<file path="config.mk">
export PLATFORM = sky130hd
export DESIGN_NAME = mm_sa_ctrl
export DESIGN_NICKNAME = d
export VERILOG_FILES = /design/src/rtl/mm_pkg.sv /design/src/rtl/mm_skew_buf.sv /design/src/rtl/mm_sa_ctrl.sv
export SDC_FILE = /design/constraint.sdc
export NUM_CORES = 1
export LEC_CHECK = 0
export BUFFER_PORTS_ARGS = -buffer_cell sky130_fd_sc_hd__buf_4
export CORE_AREA = 2 2 311 313
export CTS_BUF_LIST = sky130_fd_sc_hd__clkbuf_4 sky130_fd_sc_hd__clkbuf_8 sky130_fd_sc_hd__clkbuf_16
export DETAILED_ROUTE_END_ITERATION = 10
export DIE_AREA = 0 0 313 315
export REMOVE_ABC_BUFFERS = 1
export SYNTH_ARGS = -nofsm -noshare
export SYNTH_HDL_FRONTEND = slang
export SYNTH_HIERARCHICAL = 1
export SYNTH_SLANG_ARGS = --single-unit
</file>
<file path="constraint.sdc">
create_clock -name clk -period 2.1 [get_ports clk]
set_input_delay 0.105 -clock clk [delete_from_list [all_inputs] [get_ports clk]]
set_output_delay 0.105 -clock clk [all_outputs]
set_load 0.01 [all_outputs]
</file>
<file path="src/rtl/mm_pkg.sv">
// Shared constants and state encoding for the systolic MM array sequencer.
package mm_pkg;
    localparam int N     = 4;
    localparam int DW    = 8;
    localparam int RW    = 32;
    localparam int K_MAX = 64;
    localparam int AW    = $clog2(K_MAX);
    localparam int RIW   = $clog2(N);
    localparam int WCW   = $clog2(2 * N);

    typedef enum logic [2:0] {
        IDLE,
        CLEAR,
        FEED,
        WAIT,
        OUT,
        DONE
    } ctrl_state_e;
endpackage

</file>
<file path="src/rtl/mm_skew_buf.sv">
// Edge skew buffer: lane i delays its operand by i cycles, carrying a valid bit and zeroing invalid slots.
module mm_skew_buf #(
    parameter int N  = 4,
    parameter int DW = 8
) (
    input  logic            clk,
    input  logic            rst,
    input  logic            in_valid,
    input  logic [N*DW-1:0] in_data,
    output logic [N*DW-1:0] out_data
);
    for (genvar i = 0; i < N; i++) begin : g_lane
        if (i == 0) begin : g_pass
            assign out_data[DW-1:0] = in_valid ? in_data[DW-1:0] : '0;
        end else begin : g_chain
            logic [i-1:0]  vld_q, vld_d;
            logic [DW-1:0] dat_q [i];
            logic [DW-1:0] dat_d [i];

            always_comb begin
                vld_d[0] = in_valid;
                dat_d[0] = in_valid ? in_data[i*DW +: DW] : '0;
                for (int s = 1; s < i; s++) begin
                    vld_d[s] = vld_q[s-1];
                    dat_d[s] = dat_q[s-1];
                end
            end

            always_ff @(posedge clk) begin
                if (rst) begin
                    vld_q <= '0;
                    for (int s = 0; s < i; s++) dat_q[s] <= '0;
                end else begin
                    vld_q <= vld_d;
                    for (int s = 0; s < i; s++) dat_q[s] <= dat_d[s];
                end
            end

            assign out_data[i*DW +: DW] = vld_q[i-1] ? dat_q[i-1] : '0;
        end
    end
endmodule

</file>
<file path="src/rtl/mm_sa_ctrl.sv">
// Job sequencer for the NxN output-stationary systolic array: clear, feed K skewed operands, drain, stream rows.
// Optional MM_CTRL_PERF_EN adds a saturating busy-cycle counter output perf_cycles.
module mm_sa_ctrl
    import mm_pkg::*;
(
    input  logic              clk,
    input  logic              rst,
    input  logic              start,
    input  logic [AW:0]       k_len,
    output logic              busy,
    output logic              done,
    output logic              a_rd_en,
    output logic              b_rd_en,
    output logic [AW-1:0]     rd_addr,
    input  logic [N*DW-1:0]   a_rd_data,
    input  logic [N*DW-1:0]   b_rd_data,
    output logic              pe_flush,
    output logic [N*DW-1:0]   row_feed,
    output logic [N*DW-1:0]   col_feed,
    input  logic [N*N*RW-1:0] pe_res,
    output logic              out_valid,
    input  logic              out_ready,
    output logic [RIW-1:0]    out_row_idx,
    output logic [N*RW-1:0]   out_data
`ifdef MM_CTRL_PERF_EN
    ,
    output logic [31:0]       perf_cycles
`endif
);
    localparam logic [WCW-1:0] WAIT_LOAD = WCW'(2 * N - 2);

    ctrl_state_e    state_q, state_d;
    logic [AW-1:0]  k_q, k_d;
    logic [AW:0]    k_len_q, k_len_d;
    logic [WCW-1:0] wait_q, wait_d;
    logic [RIW-1:0] row_q, row_d;
    logic           rd_vld_q, rd_vld_d;
    logic           rd_en;

    always_comb begin
        state_d   = state_q;
        k_d       = k_q;
        k_len_d   = k_len_q;
        wait_d    = wait_q;
        row_d     = row_q;
        busy      = 1'b0;
        done      = 1'b0;
        rd_en     = 1'b0;
        rd_addr   = '0;
        pe_flush  = 1'b0;
        out_valid = 1'b0;
        case (state_q)
            IDLE: begin
                if (start) begin
                    state_d = CLEAR;
                    k_d     = '0;
                    row_d   = '0;
                    k_len_d = (k_len > (AW+1)'(K_MAX)) ? (AW+1)'(K_MAX) : k_len;
                end
            end
            CLEAR: begin
                busy     = 1'b1;
                pe_flush = 1'b1;
                wait_d   = WAIT_LOAD;
                state_d  = (k_len_q == '0) ? WAIT : FEED;
            end
            FEED: begin
                busy    = 1'b1;
                rd_en   = 1'b1;
                rd_addr = k_q;
                if ({1'b0, k_q} == k_len_q - (AW+1)'(1)) state_d = WAIT;
                else                                      k_d = k_q + AW'(1);
            end
            WAIT: begin
                // 2N-1 cycles lets the last skewed operand pair reach PE(N-1,N-1).
                busy = 1'b1;
                if (wait_q == '0) begin
                    state_d = OUT;
                    row_d   = '0;
                end else begin
                    wait_d = wait_q - WCW'(1);
                end
            end
            OUT: begin
                busy      = 1'b1;
                out_valid = 1'b1;
                if (out_ready) begin
                    if (row_q == RIW'(N - 1)) state_d = DONE;
                    else                      row_d   = row_q + RIW'(1);
                end
            end
            DONE: begin
                busy    = 1'b1;
                done    = 1'b1;
                row_d   = '0;
                state_d = IDLE;
            end
            default: state_d = IDLE;
        endcase
        rd_vld_d = rd_en;
    end

    always_ff @(posedge clk) begin
        if (rst) begin
            state_q  <= IDLE;
            k_q      <= '0;
            k_len_q  <= '0;
            wait_q   <= '0;
            row_q    <= '0;
            rd_vld_q <= 1'b0;
        end else begin
            state_q  <= state_d;
            k_q      <= k_d;
            k_len_q  <= k_len_d;
            wait_q   <= wait_d;
            row_q    <= row_d;
            rd_vld_q <= rd_vld_d;
        end
    end

    assign a_rd_en     = rd_en;
    assign b_rd_en     = rd_en;
    assign out_row_idx = row_q;

    always_comb begin
        out_data = '0;
        for (int j = 0; j < N; j++) begin
            out_data[j*RW +: RW] = pe_res[(int'(row_q) * N + j) * RW +: RW];
        end
    end

    mm_skew_buf #(.N(N), .DW(DW)) u_row_skew (
        .clk      (clk),
        .rst      (rst),
        .in_valid (rd_vld_q),
        .in_data  (a_rd_data),
        .out_data (row_feed)
    );

    mm_skew_buf #(.N(N), .DW(DW)) u_col_skew (
        .clk      (clk),
        .rst      (rst),
        .in_valid (rd_vld_q),
        .in_data  (b_rd_data),
        .out_data (col_feed)
    );

`ifdef MM_CTRL_PERF_EN
    logic [31:0] perf_q, perf_d;

    always_comb begin
        perf_d = perf_q;
        if (state_q == IDLE && start) perf_d = '0;
        else if (busy && perf_q != '1) perf_d = perf_q + 32'd1;
    end

    always_ff @(posedge clk) begin
        if (rst) perf_q <= '0;
        else     perf_q <= perf_d;
    end

    assign perf_cycles = perf_q;
`endif
endmodule

</file>
==> metrics.md, run 1 <==
| Metric | Value |
|---|---|
| Compound-Gate Fraction of Synth Area | `0.03797` |
| WHS | `0.1161 ns` |
| DP Worst Slack | `0.1096 ns` |
| CTS tree | `built` |
| Met1 Wirelength | `35360 µm` |
| Setup slack, reg-to-reg | `0.03 ns` |
| Area Growth Syn to Fin | `127.4%` |
| Final-report setup violation count | `11` |
| Hold Path Depth | `4` |
| Critical path class | `reg -> out` |
| Fin nets | `2061` |
| DRT Pass-1 Iters | `5` |
| Simple-gate share of the synthesized area | `0.1996` |
| Row count | `114` |
| Most used cell, CP | `buf_12` |
| Status | `complete, but fails checks` |
| Core outline area | `95710 µm²` |
| Routed wl met3 | `16200 µm` |
| Setup ws final | `-0.01549 ns` |
| Initial antenna violation count | `161` |
| CTS Buffer Depth | `2` |
| Failing checks | `setup timing` |
| Max-Slew Margin vs Limit | `0.5120` |
| Vias in the first global route | `9658` |
| Crit start category | `flip-flop` |
| Drt drc | `0` |
| Hold-critical path endpoint | `k_q[0]` |
| Detailed Place HPWL | `85630 µm` |
| Clock net sink count | `124` |
| Synth Area in Adders | `0.009778` |
| CP arrival | `2.01 ns` |
| Hold Path Class | `in -> reg` |
| Final period utilization | `1.007` |
| All-Layer GR Usage | `0.1859` |
| Setup Skew | `0.01542 ns` |
| Number of enable flip-flop cells after synthesis | `0` |
| MaxCap Viol Count | `0` |
| Mapped cell area | `7677 µm²` |
| First-pass GRT wire length | `114000 µm` |
| Initial core utilization | `0.08022` |
| Final Max Tran Viols | `0` |
| Commonest cells after routing, fill and taps aside | `713 x buf_4, 128 x mux4_2, 118 x dfxtp_1` |
| CP Capture Type | `output port` |
| Gr ovfl total | `0` |
| DRT Wirelength | `95000 µm` |
| Reg2reg path depth | `6` |
| Synth Flop Type | `dfxtp_1` |
| Mapped Cells | `602` |
| Fmax | `472.7 MHz` |
| Post-Synth XOR/XNOR Area | `0.007986` |
| Worst-path cell chain | `buf_12 -> buf_12 -> buf_16 -> mux4_2 -> buf_6` |
| Largest net degree at the start of global routing | `53` |
| Placed cells | `2646` |
| Ports | `793` |
| Final min period | `2.115 ns` |
| Chip width | `313 µm` |
| Port Buffers | `792` |
| Most common cell after layout, fill and taps aside | `buf_4` |
| Inserted Clock Buffers | `17` |
| CP max FO | `6` |
| Gp weighted congestion | `0.8816` |
| Share of layout cells above drive strength 1 | `0.6914` |
| Met2 wire len | `40720 µm` |
| Measured slew at the worst slew-check pin | `0.7320 ns` |
| 1st-iter DRT viols | `842` |
| Vias | `10040` |
| RR Startpoint | `state_q[0]` |
| Die H | `315 µm` |
| Clock slew at reported path FFs | `0.06 ns` |
| RSZ-0062 raised after global routing | `true` |
| Worst VDD drop | `595.0 µV` |
| Top layer in use | `met5` |
| Routed len/inst | `34.27 µm` |
| Crit path required time | `2.00 ns` |
| Netlist cell types | `50` |
| Ys Warns | `6` |
| Final Hold Viols | `0` |
| Clock root buffer | `clkbuf_16` |
| Crit-path max cell delay | `0.56 ns` |
| Worst hold start | `rst` |
| Syn avg cell area | `12.75 µm²` |
| H-Tree Depth | `4` |
| Post-synthesis mux area share | `0.3859` |
| Pwr Density | `474.0 nW/µm²` |
| Final ANT Viol Nets | `0` |
| Slowest stage cell, crit path | `mux4_2` |
| Fraction of the yosys area taken by sequential cells | `0.3233` |
| Largest family of logic cells by synthesized area | `multiplexers` |
| Share of flip-flops with an asynchronous set or reset | `0` |
| Final cell count without fillers | `2772` |
| Synthesized flop and latch total | `124` |
| RR Endpoint | `k_len_q[6]` |
| Drt via density | `3.622` |
| Clk_lat worst skew | `0.47 ns` |
| Die area | `98600 µm²` |
| Pleak | `0.007580 µW` |
cell type report:
class / instances / area (µm²)
inverters: 7 / 26.28
clock buffers: 17 / 425.4
diodes: 15 / 37.54
well taps: 1276 / 1597
flip-flops and latches: 124 / 2495
fillers: 10640 / 78250
repair buffers: 900 / 7756
multi-input cells: 418 / 4946
clock inverters: 15 / 178.9
synthesized netlist by cell type, drive strengths merged (5+ instances only):
| cell | number | area [µm²] |
|---|---|---|
| nand2 | 15 | 56.30 |
| clkbuf | 16 | 62.56 |
| dfxtp | 124 | 2482 |
| ha | 6 | 75.07 |
| and2 | 69 | 431.7 |
| nand2b | 8 | 50.05 |
| nor3 | 5 | 36.29 |
| xnor2 | 5 | 43.79 |
| a21oi | 10 | 50.05 |
| a22o | 6 | 53.80 |
| and3b | 48 | 420.4 |
| nor2 | 15 | 56.30 |
| mux4 | 128 | 2883 |
| nor2b | 56 | 350.3 |
| inv | 7 | 26.28 |
| buf | 37 | 182.7 |
| mux2i | 8 | 80.08 |
metrics by stage:
stage | setup TNS (ns) | cell area, µm² | power [µW] | util
after detailed placement | 0 | 15280 | 4975 | 0.1596
after global routing | -6.897 | 17440 | 8645 | 0.1822
after CTS | -5.187 | 17310 | 8366 | 0.1808
after floorplan | -544.92 | 7432 | 3408 | -
final | -0.06547 | 17460 | 8277 | 0.1824
after global placement | 0 | 15280 | 4944 | 0.1596
cells by family after synthesis:
family / count (synthesis)
XOR/XNOR: 7
AO/OA/AOI/OAI: 34
buffers and inverters: 60
adder cells (fa/ha/maj): 6
AND/OR/NAND/NOR: 235
multiplexers: 136
flip-flops: 124
worst max-delay path by stage:
| stage | start | endpoint | slack [ns] | cells after the start |
|---|---|---|---|---|
| after detailed placement | k_len_q[0] | state_q[0] | 0.11 | 7 |
| after floorplan | out_row_idx[0] | out_row_idx[0] | -4.63 | 6 |
| after CTS | out_row_idx[0] | out_data[57] | -0.09 | 6 |
| after global routing | out_row_idx[0] | out_data[120] | -0.11 | 6 |
| after global placement | k_len_q[0] | k_q[2] | 0.12 | 7 |
| final | out_row_idx[0] | out_data[121] | -0.02 | 5 |
power breakdown:
part,total (µW),switching [µW],internal [µW]
registers,2540,92.8,2450
clock network,3100,1310,1790
logic,2630,1020,1610
total,8280,2430,5850
state kept, by name (all words and copies together) (netlist names):
register and cells:
u_col_skew/g_lane.g_chain.dat_q 48, u_row_skew/g_lane.g_chain.dat_q 48, k_len_q 7, k_q 6, state_q 3, u_col_skew/g_lane.g_chain.vld_q 3
u_row_skew/g_lane.g_chain.vld_q 3, wait_q 3, out_row_idx 2, rd_vld_q 1
routing by layer:
| metal | vias to the layer above | global-route usage |
|---|---|---|
| met3 | 288 | 0.1427 |
| met4 | 146 | 0.02925 |
| li1 | 4077 | - |
| met2 | 850 | 0.2813 |
| met5 | - | 0 |
| met1 | 4679 | 0.2096 |
repair_timing:
item                       CTS  global route
hold buffers                57             0
pin swaps                    0             1
setup endpoints to repair  127           132
buffers inserted            10             1
hold endpoints to repair    55             0
resized for setup          118            23
gates cloned                10             3
worst max-delay path: cells and delay by family, from the launching register on:
| kind | cells | cell delay, ns |
|---|---|---|
| mux | 1 | 0.56 |
| buf+inv | 4 | 0.56 |
| flops | 1 | 0.40 |
Note: power is estimated with default switching activity, not from simulation.
==> inputs of run 2 (changes only) <==
--- a/config.mk
+++ b/config.mk
@@ -6,10 +6,14 @@
 export NUM_CORES = 1
 export LEC_CHECK = 0
 export BUFFER_PORTS_ARGS = -buffer_cell sky130_fd_sc_hd__buf_4
-export CORE_AREA = 2 2 311 313
+export CELL_PAD_IN_SITES_DETAIL_PLACEMENT = 2
+export CELL_PAD_IN_SITES_GLOBAL_PLACEMENT = 2
+export CORE_AREA = 2 2 306 308
 export CTS_BUF_LIST = sky130_fd_sc_hd__clkbuf_4 sky130_fd_sc_hd__clkbuf_8 sky130_fd_sc_hd__clkbuf_16
 export DETAILED_ROUTE_END_ITERATION = 10
-export DIE_AREA = 0 0 313 315
+export DIE_AREA = 0 0 308 310
+export MAX_ROUTING_LAYER = met4
+export PLACE_DENSITY_LB_ADDON = 0.1
 export REMOVE_ABC_BUFFERS = 1
 export SYNTH_ARGS = -nofsm -noshare
 export SYNTH_HDL_FRONTEND = slang
==> metrics.md, run 2 (synthesized netlist as in run 1, its figures left out) <==
| Metric | Value |
|---|---|
| Status | `completed` |
| Setup Skew | `0.009852 ns` |
| CP Capture Type | `output port` |
| Port Buffers | `792` |
| Share of layout cells above drive strength 1 | `0.6864` |
| Vias in the first global route | `10033` |
| Final Hold Viols | `0` |
| Fmax | `486.5 MHz` |
| Crit start category | `flip-flop` |
| RR Endpoint | `out_row_idx[1]` |
| WHS | `0.04202 ns` |
| Die H | `310 µm` |
| Placed Instance Area | `15180 µm²` |
| Total power | `8106 µW` |
| CTS Buffer Depth | `2` |
| Die area | `95480 µm²` |
| Commonest cells after routing, fill and taps aside | `785 x buf_4, 128 x mux4_2, 120 x dfxtp_1` |
| Largest net degree at the start of global routing | `67` |
| Drt drc | `0` |
| Inserted Clock Buffers | `17` |
| Initial core utilization | `0.08301` |
| Initial antenna violation count | `68` |
| Hold Path Class | `in -> reg` |
| Final ANT Viol Nets | `0` |
| Final Max Tran Viols | `0` |
| Clock slew at reported path FFs | `0.06 ns` |
| Pleak | `0.007351 µW` |
| Detailed Place HPWL | `67360 µm` |
| First-pass GRT wire length | `97000 µm` |
| Drt via density | `3.410` |
| DRT Pass-1 Iters | `4` |
| Final period utilization | `0.9789` |
| Setup slack, reg-to-reg | `0.12 ns` |
| Pwr Density | `482.6 nW/µm²` |
| Final min period | `2.056 ns` |
| All-Layer GR Usage | `0.1586` |
| Ports | `793` |
| Critical path class | `reg -> out` |
| CP startpoint | `out_row_idx[0]` |
| Max-Slew Margin vs Limit | `0.6602` |
| Gp weighted congestion | `0.8489` |
| CP arrival | `1.95 ns` |
| DRT Wirelength | `76770 µm` |
| RR Startpoint | `out_row_idx[0]` |
| Fin nets | `2047` |
| Design area | `16790 µm²` |
| 1st-iter DRT viols | `297` |
| Fillers | `10582` |
| Area Growth Syn to Fin | `118.8%` |
| Clock root buffer | `clkbuf_16` |
| Critical Path Sink | `out_data[25]` |
| Net Sw Power | `2415 µW` |
| Reg2reg path depth | `9` |
| CTS tree | `built` |
| Clk_lat worst skew | `0.43 ns` |
| Worst VDD drop | `289.1 µV` |
| MaxCap Viol Count | `0` |
| Row count | `112` |
| Biggest regs | `u_col_skew/g_lane.g_chain.dat_q x48, u_row_skew/g_lane.g_chain.dat_q x48, k_len_q x7` |
| Clock Power Share | `0.370` |
| Comb pwr share | `0.319` |
| Vias | `9203` |
| Register share of total power | `0.311` |
| Gr ovfl total | `0` |
| Setup ws final | `0.04435 ns` |
| Measured slew at the worst slew-check pin | `0.5058 ns` |
| Slowest stage cell, crit path | `mux4_2` |
| Chip width | `308 µm` |
| Clock net sink count | `124` |
| Power Internal | `5691 µW` |
| RSZ-0062 raised after global routing | `true` |
| Worst hold start | `start` |
| Worst-path cell chain | `buf_12 -> buf_16 -> mux4_2 -> buf_6` |
| Setup TNS | `0 ns` |
| H-Tree Depth | `4` |
| Crit path required time | `2.00 ns` |
| Core outline area | `92490 µm²` |
| CP max FO | `24` |
| Crit-path max cell delay | `0.59 ns` |
| Sw Share | `0.2979` |
| DP Worst Slack | `0.06703 ns` |
| Most common cell after layout, fill and taps aside | `buf_4` |
| Final-report setup violation count | `0` |
| Routed len/inst | `28.44 µm` |
[run 2: per-stage QoR]
step                      std cells  utilization
after global routing           2688       0.1813
after detailed placement       2562       0.1641
after global placement         2562       0.1641
after floorplan                 549            -
after CTS                      2663       0.1796
final                          2699       0.1816
[run 2: final cells by class]
| class | instances | area [µm²] | share of cell area |
|---|---|---|---|
| clock inverter | 14 | 148.9 | 0.008865 |
| clock buffer | 18 | 439.2 | 0.02615 |
| multi-input combinational | 418 | 4932 | 0.2937 |
| antenna | 35 | 87.58 | 0.005215 |
| timing repair buffer | 886 | 7171 | 0.4270 |
| tap | 1197 | 1498 | 0.08918 |
| sequential | 124 | 2492 | 0.1484 |
| inverter | 7 | 26.28 | 0.001564 |
[run 2: worst min-delay path by stage]
stage	to	slack, ns	depth (start not counted)
after global placement	k_len_q[3]	0.34	2
after global routing	k_len_q[6]	0.06	4
after floorplan	state_q[0]	0.17	1
final	k_len_q[6]	0.04	4
after CTS	k_len_q[6]	0.002	4
after detailed placement	k_len_q[2]	0.34	2
[run 2: what timing repair did]
action / in CTS / in global routing
gates resized for setup: 24 / 19
endpoints found under the hold margin: 55 / 0
cloned: 4 / 1
setup endpoints to repair: 126 / 41
hold buffers: 56 / 0
setup buffers: 9 / 0
[run 2: critical path, delay by kind of cell (launching register included)]
kind / cells / cell delay, ns
flip-flops: 1 / 0.38
multiplexers: 1 / 0.59
buffers and inverters: 3 / 0.51
[run 2: power by group through the flow]
stage          Clock (µW)  Combinational, µW  Sequential [µW]
6_report             3000               2590             2520
4_1_cts              3160               2630             2530
2_1_floorplan           0                796             2610
3_3_place_gp            0               2470             2580
5_1_grt              3250               2800             2540
3_5_place_dp            0               2490             2580
[run 2: per-layer routing]
metal	vias up	part of all wire	global-route usage
met5	-	0	-
met4	0	0.035	0.05082
met3	104	0.077	0.05067
met2	479	0.55	0.2993
met1	4566	0.34	0.1522
li1	4054	-	-
